<file path="src/rtl/io_port_endpoint.sv">
// io_bus port endpoint: strobe-edge RX capture into a FIFO,
// and timed strobe-pulse TX of peripheral words back to the CPU.
module io_port_endpoint #(
  parameter int WORD_SIZE     = 8,
  parameter int FIFO_DEPTH    = 4,
  parameter int STROBE_CYCLES = 2
) (
  input  logic                          clk,
  input  logic                          rst_n,
  input  logic [WORD_SIZE:0]            bus_in,
  output logic [WORD_SIZE:0]            bus_out,
  output logic [WORD_SIZE-1:0]          rx_data,
  output logic                          rx_valid,
  input  logic                          rx_ready,
  output logic [$clog2(FIFO_DEPTH):0]   rx_count,
  output logic                          rx_overflow,
  input  logic                          ovf_clear,
  input  logic [WORD_SIZE-1:0]          tx_data,
  input  logic                          tx_valid,
  output logic                          tx_ready,
  output logic                          tx_busy
);

  localparam int AW = $clog2(FIFO_DEPTH);
  localparam int PW = AW + 1;
  localparam int CW = $clog2(STROBE_CYCLES + 1);

  typedef enum logic [1:0] {
    IDLE,
    SETUP,
    STROBE,
    GAP
  } tx_state_t;

  logic                 strobe_in;
  logic                 prev_strobe;
  logic                 push;
  logic                 pop;
  logic                 full;
  logic                 wr_en;
  logic                 drop;
  logic [PW-1:0]        wptr;
  logic [PW-1:0]        rptr;
  logic [WORD_SIZE-1:0] mem [FIFO_DEPTH];

  assign strobe_in = bus_in[WORD_SIZE];
  assign push      = strobe_in & ~prev_strobe;
  assign rx_count  = wptr - rptr;
  assign rx_valid  = rx_count != '0;
  assign full      = rx_count == PW'(FIFO_DEPTH);
  assign pop       = rx_valid & rx_ready;
  // a pop frees the slot the push lands in, so full+pop still writes
  assign wr_en     = push & (~full | pop);
  assign drop      = push & full & ~pop;
  assign rx_data   = mem[rptr[AW-1:0]];

  always_ff @(posedge clk) begin
    if (!rst_n) begin
      prev_strobe <= 1'b1;
      wptr        <= '0;
      rptr        <= '0;
      rx_overflow <= 1'b0;
    end else begin
      prev_strobe <= strobe_in;
      if (wr_en)
        wptr <= wptr + PW'(1);
      if (pop)
        rptr <= rptr + PW'(1);
      if (drop)
        rx_overflow <= 1'b1;
      else if (ovf_clear)
        rx_overflow <= 1'b0;
    end
  end

  always_ff @(posedge clk) begin
    if (wr_en)
      mem[wptr[AW-1:0]] <= bus_in[WORD_SIZE-1:0];
  end

  tx_state_t            state;
  tx_state_t            state_d;
  logic [CW-1:0]        cnt;
  logic [CW-1:0]        cnt_d;
  logic [WORD_SIZE-1:0] tx_hold;
  logic [WORD_SIZE-1:0] hold_d;

  always_ff @(posedge clk) begin
    if (!rst_n) begin
      state   <= IDLE;
      cnt     <= '0;
      tx_hold <= '0;
    end else begin
      state   <= state_d;
      cnt     <= cnt_d;
      tx_hold <= hold_d;
    end
  end

  always_comb begin
    state_d = state;
    cnt_d   = cnt;
    hold_d  = tx_hold;
    unique case (state)
      IDLE: begin
        if (tx_valid) begin
          hold_d  = tx_data;
          state_d = SETUP;
        end
      end
      SETUP: begin
        cnt_d   = CW'(STROBE_CYCLES - 1);
        state_d = STROBE;
      end
      STROBE: begin
        if (cnt == '0)
          state_d = GAP;
        else
          cnt_d = cnt - CW'(1);
      end
      GAP: state_d = IDLE;
      default: state_d = IDLE;
    endcase
  end

  assign tx_ready = (state == IDLE) & rst_n;
  assign tx_busy  = state != IDLE;
  assign bus_out  = {state == STROBE, tx_hold};

endmodule

</file>
<file path="config.mk">
export PLATFORM = sky130hd
export DESIGN_NAME = io_port_endpoint
export DESIGN_NICKNAME = d
export VERILOG_FILES = /design/src/rtl/io_port_endpoint.sv
export SDC_FILE = /design/constraint.sdc
export NUM_CORES = 1
export LEC_CHECK = 0
export BUFFER_PORTS_ARGS = -buffer_cell sky130_fd_sc_hd__buf_4
export CAP_MARGIN = 20
export CORE_MARGIN = 2
export CORE_UTILIZATION = 50
export CTS_CLUSTER_DIAMETER = 60
export CTS_CLUSTER_SIZE = 30
export DETAILED_ROUTE_END_ITERATION = 12
export PLACE_DENSITY_LB_ADDON = 0.2
export SYNTH_ARGS = -nofsm -noshare
export SYNTH_HDL_FRONTEND = slang
export SYNTH_SLANG_ARGS = --single-unit
</file>
<file path="constraint.sdc">
create_clock -name clk -period 3 [get_ports clk]
set_clock_uncertainty 0.1 [all_clocks]
set_input_delay 0.45 -clock clk [delete_from_list [all_inputs] [get_ports clk]]
set_output_delay 0.45 -clock clk [all_outputs]
set_load 0.1 [all_outputs]
</file>
# Yosys cells after proc, flatten, opt, wreduce, memory -nomap -nowiden
# Memory sizes are Yosys's and may differ from the RTL's. A register that Yosys moved wholly into a read port is not among the register bits.
# Cells that the tools add are included.
dict set report op_classes {
  n_bitwise 10
  eq_ne 7
  add_sub_neg 4
  reduce_logical 9
  muxes 11
}
# op n
set ops {}
lappend ops {{2-bit 2-to-1 mux} 5}
lappend ops {{2-bit case mux with 4 select lines} 1}
lappend ops {{3-bit by 1-bit adder with 3-bit output, second input constant} 2}
lappend ops {{1-bit AND} 6}
lappend ops {{2-bit AND reduction} 3}
lappend ops {{2-bit nonzero test} 3}
lappend ops {{2-bit equality test, second input constant} 2}
lappend ops {{2-bit zero test} 2}
lappend ops {{1-bit 2-to-1 mux} 4}
lappend ops {{2-bit != test, second input constant} 2}
lappend ops {{2-bit case mux with 2 select lines} 1}
lappend ops {{3-bit equality test, second input constant} 1}
lappend ops {{1-bit NOT} 3}
lappend ops {{3-bit nonzero test} 1}
lappend ops {{3-bit subtractor} 1}
lappend ops {{2-bit by 1-bit equality test with 1-bit output, second input constant} 1}
lappend ops {{2-bit by 1-bit != test with 1-bit output, second input constant} 1}
lappend ops {{2-bit by 1-bit subtractor with 2-bit output, second input constant} 1}
lappend ops {{1-bit bitwise OR} 1}
dict set report totals {
  output_inout_bits 24
  mem_count 1
  regBits 20
  ramBits 32
  inputBits 22
  word_cells 49
}
# name depth width rd rd_clocked_by_memory_dff wr line_no
set mem_list {}
lappend mem_list {mem 4 8 1 1 1 44} ;# logic [WORD_SIZE-1:0] mem [FIFO_DEPTH];

# Depth between registers and ports, before layout
dict set report depth {
  word_depth 7
  mapped_depth 6
  mapped_depth_nobuf 6
}

# Worst setup path after synthesis
# Ideal clock, no wire load.
dict set report synth_path {
  path_kind {reg2out}
  from {register state[0]}
  to {output port tx_ready}
  required_time_ns 2.450
  slack_ns -0.239
  path_buffers 1
  t_arrival_ns 2.689
  path_stages_with_launch 6
  cell_sequence {dfxtp_1 inv_1 ha_1 clkbuf_1 inv_1 nor2_1}
}
dict set report synth_via {
  elab_chain_len 2
}
# element line_no
set synth_lines {}
lappend synth_lines {{from (decl)} 81} ;# tx_state_t state;
lappend synth_lines {{from (signal assigned)} 94} ;# state <= state_d;
lappend synth_lines {{2-bit zero test} 126} ;# assign tx_ready = (state == IDLE) & rst_n;
lappend synth_lines {{1-bit AND} 126}
lappend synth_lines {{to (decl)} 20} ;# output logic tx_ready,
# No other way between the ends.

# Final worst setup path
dict set report layout_path {
  from {register wptr[0]}
  to {output port rx_valid}
}
dict set report layout_via {
  elab_chain_len 2
}
# element line_no
set layout_lines {}
lappend layout_lines {{from (decl)} 42} ;# logic [PW-1:0] wptr;
lappend layout_lines {{from (signal assigned)} 66} ;# wptr <= wptr + PW'(1);
lappend layout_lines {{3-bit subtractor} 48} ;# assign rx_count = wptr - rptr;
lappend layout_lines {{3-bit nonzero test} 49} ;# assign rx_valid = rx_count != '0;
lappend layout_lines {{to (decl)} 13} ;# output logic rx_valid,
# No other way between the ends.

==> metrics.md <==
| Metric | Value |
|---|---|
| Status | `complete, no violations` |
| Top Family by Delay on Critical Path | `adder cells` |
| Synth Area in XOR/XNOR | `1.10%` |
| Slowest cell delay on critical path | `390 ps` |
| Antenna Cells | `0` |
| First-pass GRT wire length | `6710 µm` |
| Die area | `0.00511 mm²` |
| Number of DRC markers in iteration 0 | `82` |
| Grt ovf | `0` |
| CTS tree | `yes` |
| Number of global-route vias before repair | `1463` |
| Clock slew at reported path FFs | `90 ps` |
| Post-synthesis mux area share | `10.5%` |
| WL final | `4150 µm` |
| Synth top area cells | `edfxtp_1 (42%), dfxtp_1 (19%), mux4_2 (7.9%)` |
| Max-capacitance violation count | `0` |
| Gpl congestion | `0.812` |
| Root buffer selected by CTS | `clkbuf_8` |
| Critical path buffers and inverters | `2` |
| Largest net degree at the start of global routing | `18` |
| Site row count | `24` |
| Total I/O pin count | `46` |
| Worst EP arrival | `2220 ps` |
| Die Width | `71.5 µm` |
| Post-Synthesis Cells | `168` |
| Port-buffer cells | `45` |
| Area Growth Syn to Fin | `23.1%` |
| Total Nets Final | `249` |
| Synth area leader | `edfxtp_1` |
| Final Hold Violating Endpoints | `0` |
| Drt wl/cell | `15.5 µm` |
| Synth warn | `0` |
| Antenna viol nets, final | `0` |
| Distinct cells, synth | `29` |
| Post-CTS setup buffer count | `0` |
| Slew headroom | `64.6%` |
| Post-detail-place hpwl | `3110 µm` |
| Worst-Margin Slew | `530 ps` |
| Max Clk Rate | `361 MHz` |
| Clock sink total | `54` |
| Period utilization | `92.2%` |
| DIE HEIGHT | `71.5 µm` |
| Total track usage | `17.3%` |
| Critical Path, Cell by Cell | `inv_1 -> ha_1 -> fa_1 -> xor3_2 -> or2_4 -> buf_4` |
| Drt drc | `0` |
| Syn_area_per_cell | `13.6 µm²` |
| Synth Area in Adders | `6.92%` |
| Setup crit end kind | `primary output` |
| Via density per instance | `5.35` |
| Vias | `1433` |
| Peak fanout along the critical path | `7` |
| Drt first pass iters | `4` |
| Num CTS Buffers | `5` |
| Worst skew pair latency | `310 ps` |
| H-tree Lvls | `2` |
| Main combinational cell family by area after synthesis | `multiplexers` |
| Final Max Tran Viols | `0` |
| Initial antenna violation count | `0` |
| Final Critical Period | `2770 ps` |
| FILL cells | `325` |
| CP Data Required Time | `2450 ps` |
| CTS resizes | `0` |
| Syn Nets | `202` |
| Register area share after synthesis | `61.5%` |
| Compound-cell area share of the yosys netlist | `6.59%` |
| Critical path type | `flip-flop to primary output` |
| Fin Setup TNS | `0 ps` |
| Slowest CP cell | `dfxtp_1` |
| Syn Std Cell Area | `0.00228 mm²` |
| Clk buf depth | `2` |
| HP Class | `primary input to flip-flop` |
| RSZ-0062 raised after global routing | `no` |
| Core area | `0.00438 mm²` |
| Flops & latches, synth | `54` |
| Critical Path Source Type | `flip-flop` |
| Initial core utilization | `52.0%` |
| CTS Hold Bufs | `0` |
| Synth Area in Simple Gates | `10.2%` |
| Setup violators final | `0` |
| Share of cells above drive strength 1 | `31.0%` |
| Yosys top cell area share | `42.2%` |
## kinds of logic (layout without fill, tap and decap cells)
| group | Yosys count | in the layout |
|---|---|---|
| AO/OA/AOI/OAI | 23 | 23 |
| buffers and inverters | 19 | 67 |
| adder cells (fa/ha/maj) | 12 | 12 |
| flip-flops | 54 | 54 |
| multiplexers | 14 | 14 |
| XOR/XNOR | 1 | 1 |
| AND/OR/NAND/NOR | 45 | 45 |
## cell usage in the layout (no fill, tap or decap)
master	count
and2_1	3
a211oi_2	1
xor3_2	1
fa_1	1
or2_4	1
a211o_1	1
mux2i_1	6
nand3_1	8
buf_4	46
nand3b_1	2
clkinv_4	1
o211a_1	2
inv_1	13
and3b_1	1
o21ai_0	4
nor2_2	1
nand2_1	19
nor2b_1	2
nor2_1	1
edfxtp_1	32
o311ai_1	1
nand2b_1	6
clkbuf_8	5
o311a_1	1
ha_1	11
dfxtp_1	22
o21a_1	2
mux4_2	8
bufinv_16	2
and4b_2	1
a21oi_1	11
## Yosys cell counts
| master | instances |
|---|---|
| a211o_1 | 1 |
| a211oi_2 | 1 |
| a21oi_1 | 11 |
| and2_1 | 3 |
| and3b_1 | 1 |
| and4b_2 | 1 |
| buf_1 | 1 |
| buf_2 | 1 |
| clkbuf_1 | 4 |
| dfxtp_1 | 22 |
| edfxtp_1 | 32 |
| fa_1 | 1 |
| ha_1 | 11 |
| inv_1 | 13 |
| mux2i_1 | 6 |
| mux4_2 | 8 |
| nand2_1 | 19 |
| nand2b_1 | 6 |
| nand3_1 | 8 |
| nand3b_1 | 2 |
| nor2_1 | 2 |
| nor2b_1 | 2 |
| o211a_1 | 2 |
| o21a_1 | 2 |
| o21ai_0 | 4 |
| o311a_1 | 1 |
| o311ai_1 | 1 |
| or2_4 | 1 |
| xor3_2 | 1 |
## through the flow
step	instance area [µm²]	hold WS, ps	setup WS, ps	util, %	instances
final	2810	237	233	64.0	268
after detailed placement	2670	351	272	60.8	260
after global routing	2810	231	105	64.0	268
after CTS	2810	235	233	64.0	268
after global placement	2670	344	429	60.8	260
after floorplan	2280	360	215	-	168
## sequential cells by signal, summed over array words and instances (netlist names), named ones only
register,flops
prev_strobe,1
rx_overflow,1
tx_hold,8
mem,32
state,2
rptr,3
wptr,3
cnt,2
## routing by layer
metal	global-route usage, %	wire (µm)	vias to the layer above
li1	-	-	698
met2	29.7	2120	31
met1	21.5	1760	697
met4	7.55	77	0
met5	0	0	-
met3	3.09	189	7
## worst reg2reg max path: stages, from the launching register on
cell	delay [ps]
dfxtp_1	390
inv_1	110
ha_1	220
fa_1	480
and3b_1	240
a21oi_1	380
and2_1	450
## layout make-up
type,count,area (µm²),area share (%)
Sequential cell,54,1400,50.0
Multi-Input combinational cell,95,807,28.8
Timing Repair Buffer,46,345,12.3
Clock buffer,5,68.8,2.45
Clock inverter,3,68.8,2.45
Tap cell,52,65.1,2.32
Inverter,13,48.8,1.74
## final timing paths
kind / startpoint / end / slack (ps) / cells after the start
max: wptr[0]$_SDFFE_PN0P_ / rx_valid / 230 / 6
min: bus_in[8] / prev_strobe$_SDFF_PN1_ / 240 / 2
max reg2reg: wptr[0]$_SDFFE_PN0P_ / mem[2][2]$_DFFE_PP_ / 290 / 6
min reg2reg: tx_hold[0]$_SDFFE_PN0P_ / tx_hold[0]$_SDFFE_PN0P_ / 370 / 2
Power is left out: the tool's default activity adds up to more than one toggle a clock period on the data nets, which glitch-free logic cannot reach.
